`config.mk`:
```
export PLATFORM = sky130hd
export DESIGN_NAME = pep_mmacc_gram_feed_arbiter
export DESIGN_NICKNAME = d
export VERILOG_FILES = /design/src/rtl/pep_mmacc_gram_feed_arbiter.sv
export SDC_FILE = /design/constraint.sdc
export NUM_CORES = 1
export LEC_CHECK = 0
export ABC_AREA = 1
export BUFFER_PORTS_ARGS = -buffer_cell sky130_fd_sc_hd__buf_4
export CAP_MARGIN = 10
export CORE_UTILIZATION = 53
export CTS_CLUSTER_SIZE = 30
export DETAILED_ROUTE_END_ITERATION = 8
export GPL_TIMING_DRIVEN = 0
export PLACE_DENSITY = 0.88
export SYNTH_ARGS = -nofsm -noshare
export SYNTH_HDL_FRONTEND = slang
export SYNTH_SLANG_ARGS = --single-unit
```
`constraint.sdc`:
```
create_clock -name clk -period 1.7 [get_ports clk]
set_input_delay 0.255 -clock clk [delete_from_list [all_inputs] [get_ports clk]]
set_output_delay 0.255 -clock clk [all_outputs]
set_load 0.05 [all_outputs]
```
`src/rtl/pep_mmacc_gram_feed_arbiter.sv`:
```
// Per-bank round-robin arbiter for GRAM read bursts between the main and subs feeds.
// Optional grant/conflict statistics are enabled with PEP_MMACC_GARB_STAT_EN.
module pep_mmacc_gram_feed_arbiter #(
  parameter int GRAM_NB   = 4,
  parameter int GRAM_ID_W = $clog2(GRAM_NB),
  parameter int LEN_W     = 8
) (
  input  logic                 clk,
  input  logic                 s_rst,
  input  logic [GRAM_ID_W-1:0] main_req_gid,
  input  logic [LEN_W-1:0]     main_req_len,
  input  logic                 main_req_vld,
  output logic                 main_req_rdy,
  input  logic [GRAM_ID_W-1:0] subs_req_gid,
  input  logic [LEN_W-1:0]     subs_req_len,
  input  logic                 subs_req_vld,
  output logic                 subs_req_rdy,
  output logic [GRAM_NB-1:0]   main_rot_avail_1h,
  output logic [GRAM_NB-1:0]   main_dat_avail_1h,
  output logic [GRAM_NB-1:0]   subs_rot_avail_1h,
  output logic [GRAM_NB-1:0]   subs_dat_avail_1h,
  output logic [GRAM_NB-1:0]   gram_busy_1h
`ifdef PEP_MMACC_GARB_STAT_EN
  ,
  output logic [31:0]          stat_main_grant_cnt,
  output logic [31:0]          stat_subs_grant_cnt,
  output logic [31:0]          stat_conflict_cnt
`endif
);

  // owner/prio encoding: 0 = main, 1 = subs
  logic [GRAM_NB-1:0][LEN_W-1:0] rem_q, rem_d;
  logic [GRAM_NB-1:0]            owner_q, owner_d;
  logic [GRAM_NB-1:0]            prio_q, prio_d;
  logic [GRAM_NB-1:0]            main_rot_q, main_rot_d;
  logic [GRAM_NB-1:0]            subs_rot_q, subs_rot_d;
  logic [GRAM_NB-1:0]            busy;
  logic                          main_free, subs_free, same_bank;

  always_comb begin
    main_free = (rem_q[main_req_gid] <= LEN_W'(1));
    subs_free = (rem_q[subs_req_gid] <= LEN_W'(1));
    same_bank = main_req_vld & subs_req_vld & (main_req_gid == subs_req_gid);
    main_req_rdy = ~s_rst & main_req_vld & main_free & ~(same_bank & prio_q[main_req_gid]);
    subs_req_rdy = ~s_rst & subs_req_vld & subs_free & ~(same_bank & ~prio_q[subs_req_gid]);
  end

  always_comb begin
    owner_d    = owner_q;
    prio_d     = prio_q;
    main_rot_d = '0;
    subs_rot_d = '0;
    for (int g = 0; g < GRAM_NB; g++) begin
      busy[g]  = (rem_q[g] != '0);
      rem_d[g] = busy[g] ? rem_q[g] - LEN_W'(1) : '0;
    end
    // A granted conflict hands the next turn on that bank to the loser.
    if (same_bank && (main_req_rdy || subs_req_rdy)) begin
      prio_d[main_req_gid] = main_req_rdy;
    end
    if (main_req_rdy && (main_req_len != '0)) begin
      rem_d[main_req_gid]      = main_req_len;
      owner_d[main_req_gid]    = 1'b0;
      main_rot_d[main_req_gid] = 1'b1;
    end
    if (subs_req_rdy && (subs_req_len != '0)) begin
      rem_d[subs_req_gid]      = subs_req_len;
      owner_d[subs_req_gid]    = 1'b1;
      subs_rot_d[subs_req_gid] = 1'b1;
    end
  end

  always_ff @(posedge clk) begin
    if (s_rst) begin
      rem_q      <= '0;
      owner_q    <= '0;
      prio_q     <= '0;
      main_rot_q <= '0;
      subs_rot_q <= '0;
    end else begin
      rem_q      <= rem_d;
      owner_q    <= owner_d;
      prio_q     <= prio_d;
      main_rot_q <= main_rot_d;
      subs_rot_q <= subs_rot_d;
    end
  end

  always_comb begin
    main_rot_avail_1h = main_rot_q & {GRAM_NB{~s_rst}};
    subs_rot_avail_1h = subs_rot_q & {GRAM_NB{~s_rst}};
    main_dat_avail_1h = busy & ~owner_q & {GRAM_NB{~s_rst}};
    subs_dat_avail_1h = busy & owner_q & {GRAM_NB{~s_rst}};
    gram_busy_1h      = busy & {GRAM_NB{~s_rst}};
  end

`ifdef PEP_MMACC_GARB_STAT_EN
  logic [31:0] main_cnt_q, main_cnt_d;
  logic [31:0] subs_cnt_q, subs_cnt_d;
  logic [31:0] conf_cnt_q, conf_cnt_d;
  logic        refused;

  always_comb begin
    refused    = (main_req_vld & ~main_req_rdy) | (subs_req_vld & ~subs_req_rdy);
    main_cnt_d = main_cnt_q;
    subs_cnt_d = subs_cnt_q;
    conf_cnt_d = conf_cnt_q;
    if (main_req_rdy && (main_cnt_q != '1)) main_cnt_d = main_cnt_q + 32'd1;
    if (subs_req_rdy && (subs_cnt_q != '1)) subs_cnt_d = subs_cnt_q + 32'd1;
    if (refused && (conf_cnt_q != '1))      conf_cnt_d = conf_cnt_q + 32'd1;
  end

  always_ff @(posedge clk) begin
    if (s_rst) begin
      main_cnt_q <= '0;
      subs_cnt_q <= '0;
      conf_cnt_q <= '0;
    end else begin
      main_cnt_q <= main_cnt_d;
      subs_cnt_q <= subs_cnt_d;
      conf_cnt_q <= conf_cnt_d;
    end
  end

  assign stat_main_grant_cnt = main_cnt_q;
  assign stat_subs_grant_cnt = subs_cnt_q;
  assign stat_conflict_cnt   = conf_cnt_q;
`endif

endmodule

```
==> metrics.txt <==
fillers just under 500; Finished Core Util 0.762; Post-Layout Cell Count 768; total power 0.00830 W; largest net degree at the start of global routing 15; clk slew on worst S/H paths about 0.1 ns; 1st-pass router iterations 6; Max Fanout on Critical Path 3; #FFs+latches synth 48; GRT met2 Usage 0.586; first-pass GRT wire length 19200 um; crit path time final around 2.1 ns; Root Driver clkbuf_8; Worst setup SP type register; TritonCTS Buffers 5; RSZ-0062 raised after global routing true; Worst-Margin Slew around 0.89 ns; H-tree levels 2; syn_nets roughly 630; vias per std cell roughly 5.8; GR met3 Demand/Resource 0.0408; Yosys warnings 0; Placed Instances 719; Row Count 29; Ant. Diodes 0; crit-path max cell delay 0.36 ns; ys flop type dfxtp_1; cells along the critical path nor2_2 -> nand2_2 -> o21ai_2 -> nand3_1 -> nor2_4 -> buf_6 -> buf_6; PD cells approximately 1700 nW/um^2; Post-DP HPWL 8080 um; CP endpoint kind output pin; initial antenna violation count 0; Layout area overhead 38.3%; commonest non-fill, non-tap cell in the layout nand2_1; # setup viols final 60; core area 6350 sq um; WL/cell ~17 um; Longest Clk Path Bufs 2; Top delay family on crit path simple AND/OR/NAND/NOR gates; Slew Viols, Final 0; clk sinks 48; vias post-DR 4416; input/output buffers 43; failing checks negative setup slack; sequential cell area fraction in the yosys report 0.275; Cells after Synth between 500 and 600; worst vdd ir 0.00138 V; Syn Std Cell Area 3500 sq um; pre-CTS WS -0.417 ns; number of synthesized flops with an enable pin 0; clk_skew 0.0159 ns; Hold Fails Final Rpt 0; Worst EP required 1.44 ns; RePlAce Congestion 1.01; Max-Slew Margin vs Limit 0.406; Top cell by count, worst path buf_6; Hold WS 0.225 ns; Routed WL 12700 um; Leakage about 2.5 nW; worst-skew pair later-pin latency 0.32 ns; Die W approximately 83 um; critical path buffer and inverter count 2; Distinct cells, synth 29; final net count 719; max cap viols 0; period utilisation layout 1.24; I/O pins 46; DRC viols 0; Avg Inst Size Synth 5.84 sq um; layout cell share with drive strength beyond 1 0.301; TritonCTS clock tree built; Overflow after GRT 0; Critical Path Slowest Stage Cell dfxtp_1; FFs w/ async S/R, synth 0; worst path arrival time 1.85 ns; final worst setup slack -0.403 ns; Initial DRC Count between 500 and 600; class of the tightest hold or removal check input port to register; Die Area 6930 sq um; most frequent cells in the layout nand2_1, inv_1, nor2_1; Setup Crit Path Kind register to output pin; Most Crowded Layer GR met2; GRT Util Overall 0.346; die height around 83 um; status finished, violations left; met1 GRT Util 0.430; Initial Utilization 0.551; CTS Hold Bufs 0; Routed Antenna Nets 0; vias in the first global route 3936; max frequency roughly 480 MHz
-- sequential cells by signal, summed over array words and instances (netlist names) --
register / cells
rem_q: 32
main_rot_q: 4
owner_q: 4
prio_q: 4
subs_rot_q: 4
-- tightest hold or removal path, stage by stage --
cell and delay (ns):
buf_4 0.10, o21ai_1 0.07, nor2_1 0.09
-- synth_stat cells (5+ instances only) --
cell        n  area, sq um
nor4_1      5         31.3
o21ai_0    16         80.1
clkbuf_1   13         48.8
dfxtp_1    48          961
a21oi_1     8         40.0
ha_1        5         62.6
nand3_1    37          185
inv_1      91          342
xor2_1      6         52.6
buf_2       7         35.0
nor3_1      8         40.0
o21ai_1    17         85.1
nand2_1   145          544
nand4_1    62          388
inv_2      10         37.5
nor2_1     95          357
-- layout make-up --
cell class / count / area, sq um / share of cell area
buffer: 28 / 188 / 0.0388
timing repair buffer: 84 / 713 / 0.147
tap: 77 / 96.3 / 0.0199
sequential: 48 / 996 / 0.206
clock inverter: 1 / 30.0 / 0.00621
clock buffer: 7 / 96.3 / 0.0199
inverter: 102 / 385 / 0.0797
multi-input combinational: 421 / 2330 / 0.482
-- cells by family after synthesis --
group,Yosys count,share of synthesized area
adders and majority gates,5,0.0179
DFF,48,0.275
AOI/OAI and AO/OA,45,0.0676
and+or+nand+nor,362,0.465
xor gates and xnor gates,9,0.0225
buffers and inverters,130,0.152
-- what timing repair did --
item,CTS,global route
resized for setup,100,36
buffers inserted,33,12
setup endpoints to repair,62,62
pin swaps,20,8
gates cloned,1,0
-- metal layers --
| metal | vias to the layer above | wire length (um) |
|---|---|---|
| met3 | 65 | 961 |
| met4 | 0 | 691 |
| li1 | 2107 | - |
| met2 | 239 | 6120 |
| met5 | - | 0 |
| met1 | 2005 | 4940 |
-- through the flow --
stage	setup TNS (ns)	instance area, sq um
floorplan	-0.129	3550
global placement	-13.58	3970
detailed placement	-15.33	3970
CTS	-7.77	4620
global route	-18.93	4840
finish	-13.38	4840
-- path summary, 6_finish.rpt --
| path | from | to | slack (ns) | depth (start not counted) |
|---|---|---|---|---|
| worst max-delay path | rem_q[14] | main_req_rdy | -0.40 | 7 |
| worst min-delay path | subs_req_len[2] | rem_q[26] | 0.23 | 3 |
| worst max register to register | rem_q[14] | rem_q[8] | -0.35 | 11 |
| worst min register to register | owner_q[0] | owner_q[0] | 0.51 | 2 |
-- where the power goes --
group	leakage [nW]	internal [W]	total (W)	switching, W
sequential	0.402	0.00152	0.00190	0.000374
clock	0.0645	0.000520	0.000932	0.000412
combinational	2.05	0.00228	0.00547	0.00319
Power figures use the tool's default switching activity.
